**config.mk**
```make
export PLATFORM = sky130hd
export DESIGN_NAME = mem_bus_arbiter
export DESIGN_NICKNAME = d
export VERILOG_FILES = /design/src/rtl/cdim_bus_pkg.sv /design/src/rtl/arb_pick.sv /design/src/rtl/mem_bus_arbiter.sv
export SDC_FILE = /design/constraint.sdc
export NUM_CORES = 1
export LEC_CHECK = 0
export CAP_MARGIN = 5
export CORE_AREA = 2 2 108 110
export CTS_BUF_LIST = sky130_fd_sc_hd__clkbuf_4 sky130_fd_sc_hd__clkbuf_8
export CTS_CLUSTER_SIZE = 24
export DETAILED_ROUTE_END_ITERATION = 16
export DIE_AREA = 0 0 110 112
export PLACE_DENSITY = 0.78
export SETUP_SLACK_MARGIN = 0.2
export SLEW_MARGIN = 40
export SYNTH_ARGS = -nofsm -noshare
export SYNTH_HDL_FRONTEND = slang
export SYNTH_SLANG_ARGS = --single-unit
```
**constraint.sdc**
```tcl
create_clock -name clk -period 4.3 [get_ports clk]
set_clock_uncertainty 0.2 [all_clocks]
set_input_delay 0.645 -clock clk [delete_from_list [all_inputs] [get_ports clk]]
set_output_delay 0.645 -clock clk [all_outputs]
set_load 0.03 [all_outputs]
```
**src/rtl/cdim_bus_pkg.sv**
```systemverilog
// Shared types for the CPU memory-bus arbiter: FSM states, port ownership and
// transfer size encodings.
package cdim_bus_pkg;

  typedef enum logic [1:0] {
    StIdle,
    StAddr,
    StWait
  } state_e;

  typedef enum logic {
    OwnInst,
    OwnData
  } owner_e;

  localparam logic [1:0] SizeByte = 2'b00;
  localparam logic [1:0] SizeHalf = 2'b01;
  localparam logic [1:0] SizeWord = 2'b10;

endpackage

```
**src/rtl/arb_pick.sv**
```systemverilog
// Two-way request picker: a lone requester always wins; on a tie the port
// selected by prio_data_i wins.
module arb_pick (
  input  logic inst_req_i,
  input  logic data_req_i,
  input  logic prio_data_i,
  output logic valid_o,
  output logic grant_data_o
);

  always_comb begin
    valid_o      = inst_req_i | data_req_i;
    grant_data_o = 1'b1;
    if (inst_req_i && data_req_i) begin
      grant_data_o = prio_data_i;
    end else if (inst_req_i) begin
      grant_data_o = 1'b0;
    end
  end

endmodule

```
**src/rtl/mem_bus_arbiter.sv**
```systemverilog
// Single-outstanding arbiter sharing one SRAM-style bus between fetch and data ports.
// Define ARB_ROUND_ROBIN_EN to alternate priority on ties instead of data-first.
module mem_bus_arbiter
  import cdim_bus_pkg::*;
#(
  parameter int unsigned ADDR_W = 32,
  parameter int unsigned DATA_W = 32
) (
  input  logic              clk,
  input  logic              resetn,
  input  logic              inst_req,
  input  logic [ADDR_W-1:0] inst_addr,
  input  logic              inst_cancel,
  output logic              inst_addr_ok,
  output logic              inst_data_ok,
  output logic [DATA_W-1:0] inst_rdata,
  input  logic              data_req,
  input  logic              data_wr,
  input  logic [1:0]        data_size,
  input  logic [ADDR_W-1:0] data_addr,
  input  logic [DATA_W-1:0] data_wdata,
  output logic              data_addr_ok,
  output logic              data_data_ok,
  output logic [DATA_W-1:0] data_rdata,
  output logic              bus_req,
  output logic              bus_wr,
  output logic [1:0]        bus_size,
  output logic [ADDR_W-1:0] bus_addr,
  output logic [DATA_W-1:0] bus_wdata,
  input  logic              bus_addr_ok,
  input  logic              bus_data_ok,
  input  logic [DATA_W-1:0] bus_rdata,
  output logic              i_stall,
  output logic              d_stall
);

  state_e             state_q, state_d;
  owner_e             owner_q, owner_d;
  logic               drop_q, drop_d;
  logic               req_q, req_d;
  logic               wr_q, wr_d;
  logic [1:0]         size_q, size_d;
  logic [ADDR_W-1:0]  addr_q, addr_d;
  logic [DATA_W-1:0]  wdata_q, wdata_d;
  logic               pick_valid, pick_data, prio_data;

`ifdef ARB_ROUND_ROBIN_EN
  owner_e rr_q, rr_d;
  assign prio_data = (rr_q == OwnData);
`else
  assign prio_data = 1'b1;
`endif

  arb_pick u_arb_pick (
    .inst_req_i   (inst_req),
    .data_req_i   (data_req),
    .prio_data_i  (prio_data),
    .valid_o      (pick_valid),
    .grant_data_o (pick_data)
  );

  logic inst_busy, data_busy, inst_cut;
  assign inst_busy = (state_q != StIdle) && (owner_q == OwnInst);
  assign data_busy = (state_q != StIdle) && (owner_q == OwnData);
  assign inst_cut  = inst_busy && inst_cancel;

  always_comb begin
    state_d = state_q;
    owner_d = owner_q;
    drop_d  = drop_q;
    req_d   = req_q;
    wr_d    = wr_q;
    size_d  = size_q;
    addr_d  = addr_q;
    wdata_d = wdata_q;
`ifdef ARB_ROUND_ROBIN_EN
    rr_d    = rr_q;
`endif
    unique case (state_q)
      StIdle: begin
        drop_d = 1'b0;
        if (pick_valid) begin
          state_d = StAddr;
          owner_d = pick_data ? OwnData : OwnInst;
          req_d   = 1'b1;
          wr_d    = pick_data ? data_wr : 1'b0;
          size_d  = pick_data ? data_size : SizeWord;
          addr_d  = pick_data ? data_addr : inst_addr;
          wdata_d = pick_data ? data_wdata : '0;
`ifdef ARB_ROUND_ROBIN_EN
          rr_d    = pick_data ? OwnInst : OwnData;
`endif
        end
      end
      StAddr: begin
        if (inst_cut) drop_d = 1'b1;
        // A data response here is a downstream protocol error and is ignored.
        if (bus_addr_ok) begin
          req_d   = 1'b0;
          state_d = StWait;
        end
      end
      StWait: begin
        if (inst_cut) drop_d = 1'b1;
        if (bus_data_ok) begin
          state_d = StIdle;
          drop_d  = 1'b0;
        end
      end
      default: state_d = StIdle;
    endcase
  end

  always_ff @(posedge clk or negedge resetn) begin
    if (!resetn) begin
      state_q <= StIdle;
      owner_q <= OwnData;
      drop_q  <= 1'b0;
      req_q   <= 1'b0;
      wr_q    <= 1'b0;
      size_q  <= 2'b00;
      addr_q  <= '0;
      wdata_q <= '0;
`ifdef ARB_ROUND_ROBIN_EN
      rr_q    <= OwnData;
`endif
    end else begin
      state_q <= state_d;
      owner_q <= owner_d;
      drop_q  <= drop_d;
      req_q   <= req_d;
      wr_q    <= wr_d;
      size_q  <= size_d;
      addr_q  <= addr_d;
      wdata_q <= wdata_d;
`ifdef ARB_ROUND_ROBIN_EN
      rr_q    <= rr_d;
`endif
    end
  end

  assign bus_req   = req_q;
  assign bus_wr    = wr_q;
  assign bus_size  = size_q;
  assign bus_addr  = addr_q;
  assign bus_wdata = wdata_q;

  always_comb begin
    inst_addr_ok = (state_q == StAddr) && bus_addr_ok && (owner_q == OwnInst);
    data_addr_ok = (state_q == StAddr) && bus_addr_ok && (owner_q == OwnData);
    // Same-cycle cancel also suppresses the fetch data, not just a latched drop.
    inst_data_ok = (state_q == StWait) && bus_data_ok && (owner_q == OwnInst)
                   && !drop_q && !inst_cancel;
    data_data_ok = (state_q == StWait) && bus_data_ok && (owner_q == OwnData);
    inst_rdata   = inst_data_ok ? bus_rdata : '0;
    data_rdata   = data_data_ok ? bus_rdata : '0;
    i_stall      = (inst_req || (inst_busy && !drop_q)) && !inst_data_ok;
    d_stall      = (data_req || data_busy) && !data_data_ok;
  end

endmodule

```
==> impl_metrics.yaml <==
status:
  status: "finished, final reports clean"
layout:
  drive_gt1_share_pct: 4.959
  antenna_cells: 0
  stdcell_area_sq_mm: 0.006673
  area_growth_pct: 85.37
  nNetsFinal: 743
  n_fill_cell: 958
  layoutNonFillerInstCount: 748
die:
  ioPinCount: 276
  fp.dieW_microns: 110
  initial_core_util_pct: 32.21
  coreArea_sq_mm: 0.01117
  die-height_microns: 112
  row_count: 39
  dieArea_sq_mm: 0.01232
setup_path:
  setup.worst_path.end_class: "primary output"
  rr_worst_depth: 7
  crit_chain: "clkdlybuf4s50_1 -> nand2_1 -> nor4_4 -> buf_4 -> and2_1 -> clkdlybuf4s50_1"
  critPathMaxFanout: 34
  crit_type: "input pin to primary output"
  cp_common_cell: "clkdlybuf4s50_1"
  arrival_ps: 2560
  slowest_stage: "clkdlybuf4s50_1"
  ff2ff_setup_slack_ps: 2210
  critPathLaunchType: "input pin"
  reg2reg_from: "state_q[0]"
  r2r_end: "bus_addr[10]"
  worstPathRequired_ps: 3450
  cpPeakStageDelay_ps: 710
cts:
  cts_tree: "built"
  hold_buffers: 0
  ctsLongestPathBuffers: 2
  cts_buffers: 9
  htree_levels: 3
  clk_latency_ps: 340
  cts-root-buf: "clkbuf_8"
  clk_pin_slew_worst_paths_ps: 70
  cts_sinks: 72
  cts_resized: 0
  post_cts.repair.setup_buffers: 0
timing:
  timing.final.crit_share_pct: 79.14
  whs_ps: 62.66
  hold_violations: 0
  fmax_mhz: 293.9
  fin_setup_tns_ps: 0
  setup_viol: 0
  postLayoutSetupSlackWorst_ps: 897.0
  worst_slew_pin_slew_ps: 590.3
  rsz0062_at_grt: "no"
  finalCriticalPeriod_ps: 3403
  final_max_slew_viol_count: 0
  max_slew_margin_pct: 60.52
detailed_routing:
  drtPass1Iterations: 4
  ant_nets: 0
  vias: 3617
  viasPerCell: 4.836
  wl_microns: 11910
  wl_per_cell_microns: 15.92
  drtIter0Drc: 148
  drc_errors: 0
synth:
  synth_cell_types: 28
  synth_top_area_share_pct: 49.36
  yosysSeqAreaShare_pct: 50.09
  synthTopCellsByArea: "dfrtp_1, and2_1, a32o_1, mux2i_1, o21ai_1"
  synth_cells: 336
  synth-seq-cells: 72
  synth_nets: 479
  ys.warnings.count: 0
  avgSynthCellArea_sq_um: 10.71
  syn_area_sq_mm: 0.003600
  synth.largest_area_cell: "dfrtp_1"
power:
  powerDensity_mw_per_mm2: 637.3
  p_leak_nw: 2.734
  max-vdd-ir-drop_uv: 392.3
grt:
  antenna_found_initial: 0
  grt_overflow: 0
  grt_usage_pct: 19.43
  grt_max_degree: 69
  grt_pass1_vias: 3761
  grt_pass1_wl_microns: 18620
placement:
  pre_cts_ws_ps: 686.2
  place_area_sq_mm: 0.006436
  post-dp-hpwl_microns: 9415
  gp_congestion: 0.7860
  io_buffers: 275
  placed_cells_incl_taps: 732
run:
  cap_violations: 0
min_path:
  min_path_type: "input pin to asynchronous set/reset pin"
## state kept, by name, summed over array words and instances (netlist names)
| register | flops |
|---|---|
| bus_addr | 32 |
| bus_req | 1 |
| bus_size | 2 |
| bus_wdata | 32 |
| bus_wr | 1 |
| drop_q | 1 |
| owner_q | 1 |
| state_q | 2 |
## Yosys cell counts (all sizes together)
cell,instances
dfrtp,71
and2,64
nand2,38
o21ai,36
a32o,34
mux2i,32
buf,25
nor2,6
clkbuf,5
ha,5
inv,3
and3,2
nor2b,2
nor3,2
a211oi,1
a21oi,1
and2b,1
dfstp,1
mux2,1
nor4,1
nor4b,1
o21a,1
o22a,1
o311ai,1
o32a,1
## stage by stage
step | power, mW | utilization, %
floorplan | 2.590 | -
global placement | 3.600 | 57.44
detailed placement | 3.675 | 57.60
CTS | 4.306 | 59.70
global route | 4.505 | 59.71
finish | 4.253 | 59.71
## how the worst max path moves through the flow
stage	cells after the start	endpoint	slack (ps)	from
after global placement	4	data_rdata[6]	820	bus_data_ok
after floorplan	6	d_stall	1860	state_q[0]
after CTS	4	data_rdata[2]	680	bus_data_ok
after global routing	6	inst_rdata[31]	780	bus_data_ok
final	6	inst_rdata[31]	900	bus_data_ok
after detailed placement	4	data_rdata[2]	690	bus_data_ok
## layout make-up
cell class                      instances  area [sq um]  share of cell area, %
Multi-Input combinational cell        231          1614                  24.19
Sequential cell                        72          1803                  27.02
Clock buffer                           12         158.9                  2.381
Inverter                                3         11.26                 0.1688
Timing Repair Buffer                  283          2830                  42.42
Tap cell                              143         178.9                  2.681
Clock inverter                          4         76.32                  1.144
## layout by cell type, fill, tap and decap left out, drive strengths merged
cell / n
clkdlybuf4s50: 274
a211oi: 1
clkinv: 1
mux2i: 32
and3: 2
clkinvlp: 1
nor3: 2
a21oi: 1
a32o: 34
ha: 5
and2b: 1
o32a: 1
o21ai: 36
nor2: 6
o21a: 1
mux2: 1
bufinv: 2
o311ai: 1
nand2: 38
clkbuf: 12
and2: 64
o22a: 1
dfstp: 1
buf: 9
inv: 3
nor2b: 2
nor4: 1
dfrtp: 71
nor4b: 1
## layer usage
metal / track usage [%] / wire length (microns) / vias to the layer above
met3: 5.504 / 1189 / 13
met2: 36.32 / 6289 / 165
met5: 0 / 0 / -
li1: - / - / 1711
met1: 20.55 / 4245 / 1728
met4: 5.992 / 180 / 0
## power by group
group          leakage, nW  total, mW  internal (mW)  switching [mW]
logic                 1.72       2.42           1.04            1.38
registers            0.900       1.22           1.02           0.198
clock network        0.116      0.615          0.366           0.249
## cell families after synthesis
| logic type | Yosys count | synth area share [%] |
|---|---|---|
| and+or+nand+nor | 117 | 17.73 |
| AOI/OAI and AO/OA | 76 | 15.78 |
| DFF | 72 | 50.09 |
| buffers and inverters | 33 | 5.457 |
| muxes | 33 | 9.211 |
| adders and majority gates | 5 | 1.738 |
## critical path: cells and delay by family
family        cells  cell delay, ps
simple gates      3             390
buf+inv           3            1520
Power figures use the tool's default switching activity.
